==> src/rtl/ysyx_23060201_mem_arb_if.sv <==
// Bundle of requester (IFU, LSU) and memory-side signals around the pmem arbiter.
// Handshake rule for every *_valid/*_ready pair: a transfer happens on the rising
// edge where both are 1; the sender holds valid and payload stable until then,
// and the receiver never drops ready within a cycle.
interface ysyx_23060201_mem_arb_if #(
  parameter int ADDR_WIDTH = 32,
  parameter int DATA_WIDTH = 32
);
  logic                  ifu_req_valid;
  logic                  ifu_req_ready;
  logic [ADDR_WIDTH-1:0] ifu_raddr;
  logic                  ifu_resp_valid;
  logic                  ifu_resp_ready;
  logic [DATA_WIDTH-1:0] ifu_rdata;

  logic                  lsu_req_valid;
  logic                  lsu_req_ready;
  logic                  lsu_wen;
  logic [ADDR_WIDTH-1:0] lsu_addr;
  logic [DATA_WIDTH-1:0] lsu_wdata;
  logic [7:0]            lsu_wmask;
  logic                  lsu_resp_valid;
  logic                  lsu_resp_ready;
  logic [DATA_WIDTH-1:0] lsu_rdata;

  logic                  mem_ren;
  logic                  mem_wen;
  logic [ADDR_WIDTH-1:0] mem_addr;
  logic [DATA_WIDTH-1:0] mem_wdata;
  logic [7:0]            mem_wmask;
  logic [DATA_WIDTH-1:0] mem_rdata;

  // Arbiter view.
  modport slave (
    input  ifu_req_valid, ifu_raddr, ifu_resp_ready,
    input  lsu_req_valid, lsu_wen, lsu_addr, lsu_wdata, lsu_wmask, lsu_resp_ready,
    input  mem_rdata,
    output ifu_req_ready, ifu_resp_valid, ifu_rdata,
    output lsu_req_ready, lsu_resp_valid, lsu_rdata,
    output mem_ren, mem_wen, mem_addr, mem_wdata, mem_wmask
  );

  // Requester/memory environment view.
  modport master (
    output ifu_req_valid, ifu_raddr, ifu_resp_ready,
    output lsu_req_valid, lsu_wen, lsu_addr, lsu_wdata, lsu_wmask, lsu_resp_ready,
    output mem_rdata,
    input  ifu_req_ready, ifu_resp_valid, ifu_rdata,
    input  lsu_req_ready, lsu_resp_valid, lsu_rdata,
    input  mem_ren, mem_wen, mem_addr, mem_wdata, mem_wmask
  );
endinterface

==> src/rtl/ysyx_23060201_mem_arb.sv <==
// Two-requester (IFU/LSU) round-robin arbiter and sequencer for the single pmem
// port: one transaction in flight, one strobe per transaction, fixed latency
// MEM_LAT from strobe to response, response held until the owner accepts it.
module ysyx_23060201_mem_arb #(
  parameter int ADDR_WIDTH = 32,
  parameter int DATA_WIDTH = 32,
  parameter int MEM_LAT    = 1
) (
  input  logic                    clk,
  input  logic                    rst,
  ysyx_23060201_mem_arb_if.slave  bus,
  output logic [1:0]              dbg_state_o
);

  typedef enum logic [1:0] {
    IDLE   = 2'd0,
    ACCESS = 2'd1,
    RESP   = 2'd2
  } state_t;

  localparam logic [3:0] LAT_INIT = 4'(MEM_LAT - 1);

  state_t                state_q;
  logic                  prio_lsu_q;   // 1: LSU wins a contested grant
  logic                  owner_lsu_q;
  logic                  wen_q;
  logic                  strobe_q;     // high only in the first ACCESS cycle
  logic [3:0]            cnt_q;
  logic [ADDR_WIDTH-1:0] addr_q;
  logic [DATA_WIDTH-1:0] wdata_q;
  logic [7:0]            wmask_q;
  logic [DATA_WIDTH-1:0] ifu_rdata_q;
  logic [DATA_WIDTH-1:0] lsu_rdata_q;
  logic                  ifu_resp_valid_q;
  logic                  lsu_resp_valid_q;
  logic                  grant_ifu;
  logic                  grant_lsu;

  // Combinational grant in IDLE only; at most one requester sees ready.
  always_comb begin
    grant_ifu = 1'b0;
    grant_lsu = 1'b0;
    if (state_q == IDLE && !rst) begin
      if (bus.lsu_req_valid && (!bus.ifu_req_valid || prio_lsu_q)) begin
        grant_lsu = 1'b1;
      end else if (bus.ifu_req_valid) begin
        grant_ifu = 1'b1;
      end
    end
  end

  // Transaction FSM: latch on handshake, strobe, count latency, hold response.
  always_ff @(posedge clk) begin
    if (rst) begin
      state_q          <= IDLE;
      prio_lsu_q       <= 1'b1;
      owner_lsu_q      <= 1'b0;
      wen_q            <= 1'b0;
      strobe_q         <= 1'b0;
      cnt_q            <= '0;
      addr_q           <= '0;
      wdata_q          <= '0;
      wmask_q          <= '0;
      ifu_rdata_q      <= '0;
      lsu_rdata_q      <= '0;
      ifu_resp_valid_q <= 1'b0;
      lsu_resp_valid_q <= 1'b0;
    end else begin
      strobe_q <= 1'b0;
      case (state_q)
        IDLE: begin
          if (grant_lsu || grant_ifu) begin
            owner_lsu_q <= grant_lsu;
            addr_q      <= grant_lsu ? bus.lsu_addr : bus.ifu_raddr;
            wen_q       <= grant_lsu && bus.lsu_wen;
            wdata_q     <= grant_lsu ? bus.lsu_wdata : '0;
            wmask_q     <= (grant_lsu && bus.lsu_wen) ? bus.lsu_wmask : 8'h00;
            prio_lsu_q  <= grant_ifu;
            cnt_q       <= LAT_INIT;
            strobe_q    <= 1'b1;
            state_q     <= ACCESS;
          end
        end
        ACCESS: begin
          if (strobe_q) begin
            if (owner_lsu_q) begin
              lsu_rdata_q <= wen_q ? '0 : bus.mem_rdata;
            end else begin
              ifu_rdata_q <= bus.mem_rdata;
            end
          end
          if (cnt_q == 4'd0) begin
            state_q          <= RESP;
            lsu_resp_valid_q <= owner_lsu_q;
            ifu_resp_valid_q <= !owner_lsu_q;
          end else begin
            cnt_q <= cnt_q - 4'd1;
          end
        end
        RESP: begin
          if ((owner_lsu_q && bus.lsu_resp_ready) || (!owner_lsu_q && bus.ifu_resp_ready)) begin
            lsu_resp_valid_q <= 1'b0;
            ifu_resp_valid_q <= 1'b0;
            state_q          <= IDLE;
          end
        end
        default: state_q <= IDLE;
      endcase
    end
  end

  // Strobes are gated by rst so a reset in the strobe cycle suppresses them.
  assign bus.mem_ren        = strobe_q && !wen_q && !rst;
  assign bus.mem_wen        = strobe_q && wen_q && !rst;
  assign bus.mem_addr       = addr_q;
  assign bus.mem_wdata      = wdata_q;
  assign bus.mem_wmask      = wmask_q;
  assign bus.ifu_req_ready  = grant_ifu;
  assign bus.lsu_req_ready  = grant_lsu;
  assign bus.ifu_resp_valid = ifu_resp_valid_q;
  assign bus.lsu_resp_valid = lsu_resp_valid_q;
  assign bus.ifu_rdata      = ifu_rdata_q;
  assign bus.lsu_rdata      = lsu_rdata_q;
  assign dbg_state_o        = state_q;

endmodule

==> src/flat_wrapper.sv <==
// flat-port wrapper written by rule: the top's interface ports become plain ports
module ysyx_23060201_mem_arb_flat 
#(
  parameter int ADDR_WIDTH = 32,
  parameter int DATA_WIDTH = 32,
  parameter int MEM_LAT    = 1
)
  (clk, rst, dbg_state_o, bus_ifu_req_valid, bus_ifu_raddr, bus_ifu_resp_ready, bus_lsu_req_valid, bus_lsu_wen, bus_lsu_addr, bus_lsu_wdata, bus_lsu_wmask, bus_lsu_resp_ready, bus_mem_rdata, bus_ifu_req_ready, bus_ifu_resp_valid, bus_ifu_rdata, bus_lsu_req_ready, bus_lsu_resp_valid, bus_lsu_rdata, bus_mem_ren, bus_mem_wen, bus_mem_addr, bus_mem_wdata, bus_mem_wmask);
  ysyx_23060201_mem_arb_if #(.ADDR_WIDTH(ADDR_WIDTH), .DATA_WIDTH(DATA_WIDTH)) bus_i ();
  input  logic clk;
  input  logic rst;
  output logic [1:0] dbg_state_o;
  input wire logic [$bits(bus_i.ifu_req_valid)-1:0] bus_ifu_req_valid;
  input wire logic [$bits(bus_i.ifu_raddr)-1:0] bus_ifu_raddr;
  input wire logic [$bits(bus_i.ifu_resp_ready)-1:0] bus_ifu_resp_ready;
  input wire logic [$bits(bus_i.lsu_req_valid)-1:0] bus_lsu_req_valid;
  input wire logic [$bits(bus_i.lsu_wen)-1:0] bus_lsu_wen;
  input wire logic [$bits(bus_i.lsu_addr)-1:0] bus_lsu_addr;
  input wire logic [$bits(bus_i.lsu_wdata)-1:0] bus_lsu_wdata;
  input wire logic [$bits(bus_i.lsu_wmask)-1:0] bus_lsu_wmask;
  input wire logic [$bits(bus_i.lsu_resp_ready)-1:0] bus_lsu_resp_ready;
  input wire logic [$bits(bus_i.mem_rdata)-1:0] bus_mem_rdata;
  output wire logic [$bits(bus_i.ifu_req_ready)-1:0] bus_ifu_req_ready;
  output wire logic [$bits(bus_i.ifu_resp_valid)-1:0] bus_ifu_resp_valid;
  output wire logic [$bits(bus_i.ifu_rdata)-1:0] bus_ifu_rdata;
  output wire logic [$bits(bus_i.lsu_req_ready)-1:0] bus_lsu_req_ready;
  output wire logic [$bits(bus_i.lsu_resp_valid)-1:0] bus_lsu_resp_valid;
  output wire logic [$bits(bus_i.lsu_rdata)-1:0] bus_lsu_rdata;
  output wire logic [$bits(bus_i.mem_ren)-1:0] bus_mem_ren;
  output wire logic [$bits(bus_i.mem_wen)-1:0] bus_mem_wen;
  output wire logic [$bits(bus_i.mem_addr)-1:0] bus_mem_addr;
  output wire logic [$bits(bus_i.mem_wdata)-1:0] bus_mem_wdata;
  output wire logic [$bits(bus_i.mem_wmask)-1:0] bus_mem_wmask;
  assign bus_i.ifu_req_valid = bus_ifu_req_valid;
  assign bus_i.ifu_raddr = bus_ifu_raddr;
  assign bus_i.ifu_resp_ready = bus_ifu_resp_ready;
  assign bus_i.lsu_req_valid = bus_lsu_req_valid;
  assign bus_i.lsu_wen = bus_lsu_wen;
  assign bus_i.lsu_addr = bus_lsu_addr;
  assign bus_i.lsu_wdata = bus_lsu_wdata;
  assign bus_i.lsu_wmask = bus_lsu_wmask;
  assign bus_i.lsu_resp_ready = bus_lsu_resp_ready;
  assign bus_i.mem_rdata = bus_mem_rdata;
  assign bus_ifu_req_ready = bus_i.ifu_req_ready;
  assign bus_ifu_resp_valid = bus_i.ifu_resp_valid;
  assign bus_ifu_rdata = bus_i.ifu_rdata;
  assign bus_lsu_req_ready = bus_i.lsu_req_ready;
  assign bus_lsu_resp_valid = bus_i.lsu_resp_valid;
  assign bus_lsu_rdata = bus_i.lsu_rdata;
  assign bus_mem_ren = bus_i.mem_ren;
  assign bus_mem_wen = bus_i.mem_wen;
  assign bus_mem_addr = bus_i.mem_addr;
  assign bus_mem_wdata = bus_i.mem_wdata;
  assign bus_mem_wmask = bus_i.mem_wmask;
  ysyx_23060201_mem_arb #(.ADDR_WIDTH(ADDR_WIDTH), .DATA_WIDTH(DATA_WIDTH), .MEM_LAT(MEM_LAT)) u_core (.clk(clk), .rst(rst), .bus(bus_i), .dbg_state_o(dbg_state_o));
endmodule
==> config.mk <==
export PLATFORM = sky130hd
export DESIGN_NAME = ysyx_23060201_mem_arb_flat
export DESIGN_NICKNAME = d
export VERILOG_FILES = /design/src/rtl/ysyx_23060201_mem_arb_if.sv /design/src/rtl/ysyx_23060201_mem_arb.sv /design/src/flat_wrapper.sv
export SDC_FILE = /design/constraint.sdc
export NUM_CORES = 1
export LEC_CHECK = 0
export CAP_MARGIN = 20
export CORE_MARGIN = 10
export CORE_UTILIZATION = 43
export DETAILED_ROUTE_END_ITERATION = 12
export DONT_BUFFER_PORTS = 1
export PLACE_DENSITY_LB_ADDON = 0.12
export SYNTH_ARGS = -nofsm -noshare
export SYNTH_HDL_FRONTEND = slang
export SYNTH_SLANG_ARGS = --single-unit
==> constraint.sdc <==
create_clock -name clk -period 2.6 [get_ports clk]
set_input_delay 0.26 -clock clk [delete_from_list [all_inputs] [get_ports clk]]
set_output_delay 0.26 -clock clk [all_outputs]
set_load 0.02 [all_outputs]
## Yosys cells after proc, flatten, opt, wreduce, memory -nomap -nowiden

Cells that the tools add are included.

| word-level totals | value |
|---|---|
| logic and storage cells | 71 |
| flip-flop bits (word level) | 148 |
| output and inout bits | 144 |
| bits of input ports | 143 |

| operators by class | value |
|---|---|
| multiplexer cells | 22 |
| bitwise gates (word level) | 2 |
| reductions and logical operators | 27 |
| equal/unequal tests | 6 |
| add/subtract/negate cells | 1 |

Operators by type and width:

| kind | number |
|---|---|
| 32-bit 2-to-1 mux | 3 |
| 3-bit AND reduction | 5 |
| 1-bit logical AND | 9 |
| 1-bit 2-to-1 mux | 9 |
| 4-bit 2-to-1 mux | 2 |
| 8-bit 2-to-1 mux | 1 |
| 4-bit case mux with 2 select lines | 1 |
| 2-bit 2-to-1 mux | 3 |
| 2-bit case mux with 3 select lines | 1 |
| 1-bit logical NOT | 4 |
| 4-bit logical NOT | 1 |
| 2-bit by 1-bit inequality test with 1-bit output, second input constant | 2 |
| 2-bit inequality test, second input constant | 2 |
| 1-bit case mux with 2 select lines | 2 |
| 2-bit nonzero test | 2 |
| 4-bit by 1-bit subtractor with 4-bit output, second input constant | 1 |
| 1-bit logical OR | 3 |
| 2-bit by 1-bit equality test with 1-bit output, second input constant | 1 |
| 2-bit equality test, second input constant | 1 |
| 2-bit logical NOT | 1 |
| 1-bit NOT | 2 |
| 2-bit AND reduction | 1 |
| 2-bit OR reduction | 1 |

## Logic depth before layout (Yosys ltp)

| logic depth | value |
|---|---|
| word-level depth | 8 |
| depth in mapped cells | 10 |
| depth with buffers taken out | 7 |

## Worst setup path after synthesis

Ideal clock, no wire load.

| timing path | value |
|---|---|
| path kind | flip-flop to flip-flop |
| from | reg u_core.state_q[0], in the netlist u_core.dbg_state_o[0] |
| to | reg u_core.wdata_q[23], in the netlist u_core.bus.mem_wdata[23] |
| arrival | 1878 ps |
| period minus slack after synthesis | 2005 ps |
| setup time | 128 ps |
| stages on the path, launching flop included | 11 |
| path buffers | 4 |
| path slack | 595 ps |
| data required time | 2472 ps |
| cell sequence | dfxtp_1 -> inv_1 -> ha_1 -> buf_4 -> nor2b_4 -> and3_1 -> buf_2 -> buf_6 -> buf_2 -> a22oi_1 -> nor2_1 |

| on the way | value |
|---|---|
| word-level cells in the longest chain between the ends | 5 |
| elaborated cells between the ends (all ways) | 7 |
| those cells by class | mux (3); reduce/logical (4) |

RTL lines:

| element | line | text |
|---|---|---|
| start, declared | ysyx_23060201_mem_arb.sv:23 | `state_t state_q;` |
| start signal, assigned | ysyx_23060201_mem_arb.sv:55 | `state_q <= IDLE;` |
| start signal, assigned | ysyx_23060201_mem_arb.sv:81 | `state_q <= ACCESS;` |
| start signal, assigned | ysyx_23060201_mem_arb.sv:93 | `state_q <= RESP;` |
| 2-bit logical NOT (*) | ysyx_23060201_mem_arb.sv:43 | `if (state_q == IDLE && !rst) begin` |
| 1-bit logical AND (*) | ysyx_23060201_mem_arb.sv:43 |  |
| 1-bit 2-to-1 mux (*) | ysyx_23060201_mem_arb.sv:43 |  |
| via bus_lsu_req_ready | flat_wrapper.sv:26 | `output wire logic [$bits(bus_i.lsu_req_ready)-1:0] bus_lsu_req_ready;` |
| 1-bit logical OR | ysyx_23060201_mem_arb.sv:72 | `if (grant_lsu \|\| grant_ifu) begin` |
| 2-bit AND reduction (no line) | - |  |
| end signal, assigned | ysyx_23060201_mem_arb.sv:76 | `wdata_q <= grant_lsu ? bus.lsu_wdata : '0;` |
| end, declared | ysyx_23060201_mem_arb.sv:30 | `logic [DATA_WIDTH-1:0] wdata_q;` |

Mark *: on every way through the listed nets, which the timed path passes. The rest lies on a longest branch.
A chain may end at the register's enable or synchronous reset.

## Worst setup path after layout

| timing path | value |
|---|---|
| from | reg u_core.state_q[0], in the netlist u_core.dbg_state_o[0] |
| to | out bus_lsu_req_ready |

| on the way | value |
|---|---|
| word-level cells in the longest chain between the ends | 3 |

RTL lines:

| element | line |
|---|---|
| 2-bit logical NOT | ysyx_23060201_mem_arb.sv:43 |
| 1-bit logical AND | ysyx_23060201_mem_arb.sv:43 |
| 1-bit 2-to-1 mux | ysyx_23060201_mem_arb.sv:43 |
| end, declared | flat_wrapper.sv:26 |

No other way between the ends.

==> flow_metrics.py <==
metrics = {
    "finish": {
        "drive_above_1_share_pct": 7.93,
        "final_nets": 817,
        "area_growth_pct": 20.9,
        "final_common_cell": "dfxtp_1",
        "utilization_pct": 52.9,
        "most-common-layout-cells": "dfxtp_1 (148), nor2_1 (114), nand2_1 (68)",
        "fin_cells": 857,
        "insertedDiodeCount": 0,
    },
    "synthesis": {
        "yosysTopAreaCell": "dfxtp_1",
        "syn_inst": 644,
        "ys_warn_count": 0,
        "syn_avg_cell_area_um2": 8.97,
        "synth_area_leaders": "dfxtp_1 (51%), nor2_1 (7.5%), mux2i_1 (6.6%)",
        "synth-seq-cells": 148,
        "netlist_area_um2": 5780,
        "synth_top_area_share_pct": 51.3,
        "synth.distinct_cells": 35,
        "mappedNetlistNets": 793,
        "ys_seq_area_share_pct": 51.3,
    },
    "clock_tree": {
        "htree_levels": 4,
        "cts_setup_buffers": 0,
        "clkLatencyLatePin_ps": 410,
        "cts_tree": "built",
        "clock-sinks": 148,
        "clockBufferDepth": 2,
        "cts.clk_slew.worst_paths_ps": 60,
        "root_buffer": "clkbuf_16",
        "cts_buffers": 17,
    },
    "routing": {
        "drt_iter0_markers": 290,
        "wl_per_cell_um": 20.8,
        "num_vias": 4659,
        "ant_nets": 0,
        "routed_wl_um": 17800,
        "drcViolationCount": 0,
        "vias_per_cell": 5.44,
        "dr.pass1.iters": 4,
    },
    "grt": {
        "grt_pass1_wl_um": 26500,
        "use_met2_pct": 30.0,
        "antenna_found_initial": 0,
        "grt_use_met1_pct": 18.8,
        "grt_busiest_layer": "met2",
        "overflow": 0,
        "grt_pass1_vias": 4605,
        "grt_usage_pct": 18.1,
        "grt_max_degree": 126,
        "grt_util_met3_pct": 10.4,
    },
    "timing": {
        "tightestPinTransition_ps": 519,
        "slew_headroom_pct": 65.4,
        "fmax_mhz": 402,
        "min_period_ps": 2490,
        "setup_violations": 0,
        "rsz0062_at_grt": "false",
        "hold_ws_ps": 15.1,
        "drv_slew": 0,
        "clock-skew-final_ps": 8.86,
        "final-hold-violation-count": 0,
        "period_share_pct": 95.6,
        "fin_setup_tns_ps": 0,
    },
    "floorplan": {
        "num_rows": 42,
        "die_h_um": 136,
        "initial_utilization_pct": 43.8,
        "dieArea_um2": 18500,
        "placeableCoreArea_um2": 13200,
        "die_w_um": 136,
        "io_pins": 287,
    },
    "placement": {
        "dp.cells": 772,
        "io_buffers": 0,
        "dp_hpwl_um": 12200,
        "place.gp.congestion": 0.789,
    },
    "pwr": {
        "peakVddDrop_mv": 0.419,
        "power.density_nw_per_um2": 978,
        "power.total_mw": 6.83,
        "p_leak_nw": 2.53,
    },
    "critical_path": {
        "reg2reg_to": "u_core.bus.mem_wmask[3]",
        "rr_startpoint": "u_core.dbg_state_o[0]",
        "r2r_cells": 7,
        "startpoint": "u_core.dbg_state_o[0]",
        "cp_max_fo": 27,
        "start_kind": "flip-flop",
        "critPathRequiredTime_ps": 2340,
        "worstPathArrival_ps": 2230,
        "critPathKind": "flip-flop to output pin",
        "setup.worst_path.end_class": "output pin",
        "ff2ff_setup_slack_ps": 150,
    },
    "outcome": {
        "outcome": "finished clean",
    },
    "min_path": {
        "hold_depth": 2,
        "hold_end": "u_core.bus.mem_wdata[12]",
        "min-delay-start": "bus_lsu_wdata[12]",
        "hold_path_class": "primary input to flip-flop",
    },
    "run": {
        "maxCapViolCount": 0,
    },
}
metal layers:
metal  vias up  part of all wire, %  wire length [um]
li1       2284                    -                 -
met1      2150                   36              6410
met2       206                   49              8770
met3        19                   14              2420
met4         0                  1.4               248
met5         -                    0                 0
state kept, by name, summed over array words and instances (netlist names), 2 cells and up:
name	flops
u_core.bus.mem_wdata	32
u_core.bus.mem_addr	32
u_core.dbg_state_o	2
u_core.bus.ifu_rdata	32
u_core.bus.lsu_rdata	32
u_core.cnt_q	4
u_core.bus.mem_wmask	8
report_power, final:
group | switching [mW] | internal (mW) | total (mW)
Sequential | 0.559 | 2.56 | 3.12
Combinational | 0.776 | 0.597 | 1.37
Clock | 0.932 | 1.41 | 2.34
worst max-delay path, stage by stage, from the launching register on:
cell and delay, ps:
dfxtp_1 410, inv_1 150, ha_1 370, nor2b_4 250, and3_4 390, buf_12 230
cell type report:
cell class	count	area, um^2
clock buffers	19	433
repair buffers	63	664
multi-input cells	430	2540
inverters	8	30.0
fillers	1199	6210
flip-flops and latches	148	2960
clock inverters	13	134
well taps	176	220
logic make-up (layout without fill, tap and decap cells):
| group | count (synthesis) | count (layout) | synth area share (%) |
|---|---|---|---|
| AND/OR/NAND/NOR | 234 | 234 | 18.2 |
| AO/OA/AOI/OAI | 151 | 151 | 17.2 |
| flip-flops | 148 | 148 | 51.3 |
| buffers and inverters | 66 | 103 | 5.22 |
| multiplexers | 39 | 39 | 6.84 |
| adder cells (fa/ha/maj) | 6 | 6 | 1.30 |
worst max path at each step:
stage / slack [ps] / end
floorplan: 590 / u_core.bus.mem_wdata[23]
global placement: 420 / u_core.bus.mem_addr[21]
detailed placement: 280 / u_core.bus.mem_addr[18]
CTS: 30 / u_core.bus.ifu_rdata[7]
global route: 30 / u_core.bus.ifu_rdata[5]
finish: 110 / bus_lsu_req_ready
stage by stage:
stage / setup slack, ps / cell area [um^2]
6_report: 114 / 6980
5_1_grt: 25.1 / 6980
4_1_cts: 28.1 / 6970
3_5_place_dp: 282 / 5860
3_3_place_gp: 417 / 5860
2_1_floorplan: 595 / 5780
repair_timing:
action / 4_1_cts / 5_1_grt
endpoints found under the hold margin: 145 / 0
setup endpoints to repair: 0 / 11
resized for setup: 0 / 3
hold buffers: 53 / 0
synth_stat cells:
cell type,count
o21ai_2,1
or4_1,1
o21ai_0,3
nand2_1,68
mux2i_1,38
ha_1,6
a22oi_1,33
o21bai_4,1
a32oi_1,8
a222oi_1,1
buf_6,2
mux2_4,1
buf_12,1
nor2b_1,1
nor3b_1,33
clkbuf_1,45
nand4_1,1
a21oi_1,67
buf_4,4
nor2b_4,1
inv_1,8
a211oi_1,33
a221oi_2,1
nand2b_1,1
nor3_1,3
nand3_1,3
buf_2,6
o31ai_1,2
nor4_1,1
a31o_2,1
and3_1,3
or2_2,2
dfxtp_1,148
or3b_1,1
nor2_1,115
No activity file was read; power rests on OpenSTA's default activity.
